===== config.mk =====
export PLATFORM = sky130hd
export DESIGN_NAME = hpdmc_rdctl
export DESIGN_NICKNAME = d
export VERILOG_FILES = /design/src/rtl/hpdmc_rdctl.sv
export SDC_FILE = /design/constraint.sdc
export NUM_CORES = 1
export LEC_CHECK = 0
export BUFFER_PORTS_ARGS = -buffer_cell sky130_fd_sc_hd__buf_2
export CAP_MARGIN = 20
export CORE_MARGIN = 2
export CORE_UTILIZATION = 47
export CTS_BUF_LIST = sky130_fd_sc_hd__clkbuf_16
export DETAILED_ROUTE_END_ITERATION = 6
export PLACE_DENSITY = 0.87
export RECOVER_POWER = 100
export SLEW_MARGIN = 20
export SYNTH_ARGS = -nofsm -noshare
export SYNTH_HDL_FRONTEND = slang
export SYNTH_SLANG_ARGS = --single-unit
export TNS_END_PERCENT = 50

===== constraint.sdc =====
create_clock -name sys_clk -period 2.7 [get_ports sys_clk]
set_input_delay 0.135 -clock sys_clk [delete_from_list [all_inputs] [get_ports sys_clk]]
set_output_delay 0.135 -clock sys_clk [all_outputs]
set_load 0.01 [all_outputs]

===== src/rtl/hpdmc_rdctl.sv =====
// Purpose: read-capture sequencer. It tracks each accepted SDRAM read through its CAS latency,
//          gates the IDDR2 capture bank and registers the captured pairs into a wide read word.
// Latency: CE is asserted at T+L and T+L+1, and data is valid at T+L+1 and T+L+2 (L = clamped tim_cas).
// Backpressure: none. A read that would collide is dropped and flagged in the sticky overlap_err.
module hpdmc_rdctl #(
    parameter int DQ_WIDTH = 32,
    parameter int CL_MAX   = 7,
    parameter int CLW      = 3
) (
    input  logic                  sys_clk,
    input  logic                  sdram_rst,
    input  logic                  read,
    input  logic [CLW-1:0]        tim_cas,
    output logic                  iddr_ce,
    input  logic [DQ_WIDTH-1:0]   iddr_q0,
    input  logic [DQ_WIDTH-1:0]   iddr_q1,
    output logic [2*DQ_WIDTH-1:0] rd_data,
    output logic                  rd_valid,
    output logic                  rd_last,
    output logic                  read_busy,
    output logic                  overlap_err,
    input  logic                  err_clr
);

    // Bit k of the CE line means "CE is high k cycles from now"; bit 0 drives iddr_ce directly.
    // The top bit is only ever observed by the collision check for L = CL_MAX.
    localparam int DL = CL_MAX + 2;

    logic [DL-1:0]           ce_line_q, ce_line_d;
    logic [DL-1:0]           first_q, first_d;      // marks the first CE of each burst
    logic                    acc_q, acc_d;          // a read was accepted last cycle
    logic [2*DQ_WIDTH-1:0]   rd_data_q, rd_data_d;
    logic                    rd_valid_q, rd_valid_d;
    logic                    rd_last_q, rd_last_d;
    logic                    busy_q, busy_d;
    logic                    err_q, err_d;

    logic [CLW-1:0]          lat;
    logic                    slot_busy;
    logic                    accept;
    logic                    reject;

    // Clamp the latency, check collisions, and compute the next state of the delay line and output stage.
    always_comb begin
        lat = tim_cas;
        if (tim_cas == '0) begin
            lat = CLW'(1);
        end else if (tim_cas > CLW'(CL_MAX)) begin
            lat = CLW'(CL_MAX);
        end

        // The new burst would own CE slots now+L and now+L+1; either one being taken is a collision.
        slot_busy = 1'b0;
        for (int k = 0; k < DL; k++) begin
            if ((k == int'(lat)) || (k == int'(lat) + 1)) begin
                slot_busy = slot_busy | ce_line_q[k];
            end
        end

        accept = read && !acc_q && !slot_busy;
        reject = read && !accept;
        acc_d  = accept;

        // After the shift, slot offsets L and L+1 land at new positions L-1 and L.
        for (int k = 0; k < DL - 1; k++) begin
            ce_line_d[k] = ce_line_q[k+1] |
                           (accept && ((k == int'(lat) - 1) || (k == int'(lat))));
            first_d[k]   = first_q[k+1] | (accept && (k == int'(lat) - 1));
        end
        ce_line_d[DL-1] = 1'b0;
        first_d[DL-1]   = 1'b0;

        rd_valid_d = ce_line_q[0];
        rd_last_d  = ce_line_q[0] & ~first_q[0];
        rd_data_d  = ce_line_q[0] ? {iddr_q0, iddr_q1} : rd_data_q;
        busy_d     = (|ce_line_d) | rd_valid_d;

        // When a rejection and a clear happen in the same cycle, the set wins.
        err_d = err_q;
        if (reject) begin
            err_d = 1'b1;
        end else if (err_clr) begin
            err_d = 1'b0;
        end
    end

    // State registers. A reset discards every in-flight token.
    always_ff @(posedge sys_clk) begin
        if (sdram_rst) begin
            ce_line_q  <= '0;
            first_q    <= '0;
            acc_q      <= 1'b0;
            rd_data_q  <= '0;
            rd_valid_q <= 1'b0;
            rd_last_q  <= 1'b0;
            busy_q     <= 1'b0;
            err_q      <= 1'b0;
        end else begin
            ce_line_q  <= ce_line_d;
            first_q    <= first_d;
            acc_q      <= acc_d;
            rd_data_q  <= rd_data_d;
            rd_valid_q <= rd_valid_d;
            rd_last_q  <= rd_last_d;
            busy_q     <= busy_d;
            err_q      <= err_d;
        end
    end

    assign iddr_ce     = ce_line_q[0];
    assign rd_data     = rd_data_q;
    assign rd_valid    = rd_valid_q;
    assign rd_last     = rd_last_q;
    assign read_busy   = busy_q;
    assign overlap_err = err_q;

endmodule


==> run_results.csv <==
group,metric,value,unit
global_routing,grt_max_degree,71,
yosys,synthTopCellsByCount,"dfxtp_1, mux2i_1, nor2_1",
yosys,netlist_instances,317,
worst_setup_path,crit_fanout,14,
job,cap_violations,0,
power,comb_power_share,11.2,%
clocking,htree_levels,3,
power,powerDensity,706,nW/um2
worst_setup_path,r2r_cells,5,
global_routing,antenna_found_initial,0,
yosys,synth_edf_count,0,
detailed_routing,wirelength,7050,um
worst_setup_path,reg2reg_to,"ce_line_q[5]$_SDFF_PP0_",
global_routing,grtUsageMet1,20.3,%
worst_setup_path,worstPathCellList,"buf_2 > nand2_1 > inv_1 > ha_1 > mux2i_1 > nor3b_1 > a21o_1 > or3_1 > o41ai_1",
yosys,ys_seq_area_share,52.2,%
global_routing,grt_pass1_vias,2370,
detailed_routing,drc_errors,0,
detailed_routing,drt_iter0_drc,103,
placement,dp_cells,515,
sta,slew_violations,0,
global_routing,grt-ovfl-total,0,
power,seqPwrFrac,46.0,%
floorplan,dieArea,7620,um2
finish,drive_gt1_share,20.0,%
power,power.total,2930,uW
sta,clock.fmax,465,MHz
yosys,synth_ff_type,"dfxtp_1",
clocking,cts_hold_buf,0,
yosys,synth-seq-cells,85,
yosys,synth_cell_types,39,
placement,port_buffers,139,
yosys,syn_area,3260,um2
worst_setup_path,worstPathArrival,2380,ps
worst_setup_path,reg2reg_slack,910,ps
global_routing,grt_busiest_layer,"met2",
power,switching_share,22.8,%
clocking,post_cts_resized,0,
clocking,worstSkewPairLatency,330,ps
worst_setup_path,cpPeakStageDelay,540,ps
power,p_clk_share,42.8,%
finish,fin_nets,519,
yosys,synthTopCellsByArea,"dfxtp_1, mux2i_1, nor2_1, o22ai_1, inv_1",
clocking,cts_sinks,85,
sta,hold_viol,0,
power,intPower,2260,uW
yosys,yosysTopAreaCell,"dfxtp_1",
floorplan,pin_count,140,
placement,gp_congestion,0.855,
global_routing,grt_pass1_wl,10600,um
clocking,root_buffer,"clkbuf_16",
floorplan,core_area,6760,um2
floorplan,floorplan.initialDensity,48.3,%
detailed_routing,routedWlPerCell,13.3,um
yosys,yosysMostFrequentCell,"dfxtp_1",
floorplan,rows,30,
finish,layout.cells.non_filler,531,
finish,antenna_cells,0,
clocking,numCtsBuffers,9,
global_routing,met2_usage,30.2,%
power,leakage,0.00165,uW
min_path,hold_path_class,"primary input to flop",
sta,fin_skew,4.61,ps
detailed_routing,ant_nets,0,
power,ir_worst_vdd,0.000346,V
worst_setup_path,crit_path_top_delay_cell,"or3_1",
worst_setup_path,worstSetupPathType,"primary input to flop",
global_routing,grt_util_all_layers,17.6,%
power,p_sw,667,uW
worst_setup_path,required,2930,ps
finish,area_delta_synth_final,27.2,%
worst_setup_path,critPathCaptureType,"flop",
min_path,hold_end,"rd_data[41]$_SDFFE_PP0P_",
worst_setup_path,rr_startpoint,"acc_q$_SDFF_PP0_",
sta,worstMarginPinSlew,1070,ps
yosys,syn-num-nets,390,
placement,place_hpwl,4810,um
floorplan,fp.dieH,87.3,um
floorplan,die_x,87.3,um
yosys,yosysWarnings,0,
status,status,"finished, final reports clean",
min_path,min_path_cells,3,
detailed_routing,via_per_inst,5.05,
sta,report.final.setup_viol,0,
yosys,synth_top_cell_area_share,52.2,%
sta,rsz0062_at_grt,"no",
clocking,clk_pin_slew,60,ps
sta,fin_crit_sh,79.6,%
worst_setup_path,critPathLaunchType,"primary input",
sta,min_period,2150,ps
clocking,clockBufferDepth,2,
detailed_routing,dr.pass1.iters,4,
detailed_routing,via_count,2680,
clocking,postCtsSetupBuffers,0,
global_routing,grt.met3_usage,4.93,%
yosys,synth_area_per_cell,10.3,um2
clocking,cts_tree,"yes",
min_path,holdCritStartpoint,"iddr_q0[9]",
sta,fin_tns_setup,0,ps
sta,relSlewSlack,28.6,%
yosys,synthArstFlopShare,0,%
==> routing by layer <==
| metal | vias to the layer above | routed length (um) |
|---|---|---|
| li1 | 1335 | - |
| met1 | 1213 | 3040 |
| met2 | 121 | 3350 |
| met3 | 11 | 559 |
| met4 | 0 | 107 |
| met5 | - | 0 |
==> worst max-delay path: cells and delay by family <==
kind	cells	cell delay, ps
AOI/OAI and AO/OA	2	580
adders and majority gates	1	430
buffers and inverters	2	260
muxes	1	240
and+or+nand+nor	3	750
==> cell usage in the layout, fill, tap and decap left out, types with 2 or more instances in the layout <==
| master | instances |
|---|---|
| nor2b_1 | 3 |
| or3_1 | 2 |
| nand3b_1 | 2 |
| clkbuf_16 | 9 |
| o41ai_1 | 5 |
| nand3_1 | 2 |
| nor2_1 | 67 |
| ha_1 | 2 |
| nor3b_1 | 2 |
| nor4_1 | 2 |
| inv_1 | 16 |
| nand2_1 | 4 |
| mux2i_1 | 67 |
| nand2b_1 | 7 |
| dfxtp_1 | 84 |
| or4_1 | 4 |
| buf_2 | 69 |
| clkbuf_1 | 69 |
| buf_4 | 4 |
| o22ai_1 | 9 |
| bufinv_16 | 2 |
| o32ai_1 | 4 |
==> power by group through the flow <==
stage | sequential, uW | clock, uW | combinational (uW)
floorplan | 1400 | 0 | 198
global placement | 1370 | 0 | 339
detailed placement | 1370 | 0 | 350
CTS | 1350 | 1280 | 351
global route | 1350 | 1340 | 360
finish | 1350 | 1250 | 327
==> state kept, by name, summed over array words and instances, names as in the netlist <==
name         flops
acc_q            1
read_busy        1
overlap_err      1
first_q          8
ce_line_q        8
rd_last          1
rd_valid         1
rd_data         64
==> cell families (layout without fill, tap and decap cells) <==
group | Yosys count | after routing | share of synthesized area (%)
multiplexers | 67 | 67 | 20.6
XOR/XNOR | 1 | 1 | 0.269
AND/OR/NAND/NOR | 99 | 99 | 14.2
other | 1 | 1 | 0.115
flip-flops | 85 | 85 | 52.2
AO/OA/AOI/OAI | 25 | 25 | 7.06
buffers and inverters | 37 | 171 | 4.87
adder cells (fa/ha/maj) | 2 | 2 | 0.767
==> how the worst max path moves through the flow <==
stage	from	to	slack, ps	depth (start not counted)
floorplan	tim_cas[1]	first_q[6]$_SDFF_PP0_	540	11
global placement	tim_cas[0]	ce_line_q[5]$_SDFF_PP0_	280	9
detailed placement	tim_cas[0]	ce_line_q[5]$_SDFF_PP0_	160	9
CTS	tim_cas[0]	ce_line_q[5]$_SDFF_PP0_	490	9
global route	tim_cas[0]	ce_line_q[5]$_SDFF_PP0_	430	9
finish	tim_cas[0]	ce_line_q[5]$_SDFF_PP0_	550	9
==> stage by stage <==
stage / hold WS, ps / utilization (%) / setup slack, ps / instance area, um2
after floorplan: 281 / - / 541 / 3260
after global placement: 366 / 58.8 / 285 / 3970
after detailed placement: 377 / 58.8 / 155 / 3970
after CTS: 35.8 / 63.4 / 492 / 4280
after global routing: 42.5 / 61.4 / 434 / 4150
final: 40.4 / 61.4 / 550 / 4150
==> layout make-up <==
type                       count  area (um2)
inverter                      13        48.8
tap                           80         100
fill                         607        2610
multi-input combinational    195        1350
sequential                    85        1710
clock buffer                   9         225
clock inverter                 7        83.8
timing repair buffer         142         634
No activity file was read; power rests on OpenSTA's default activity.
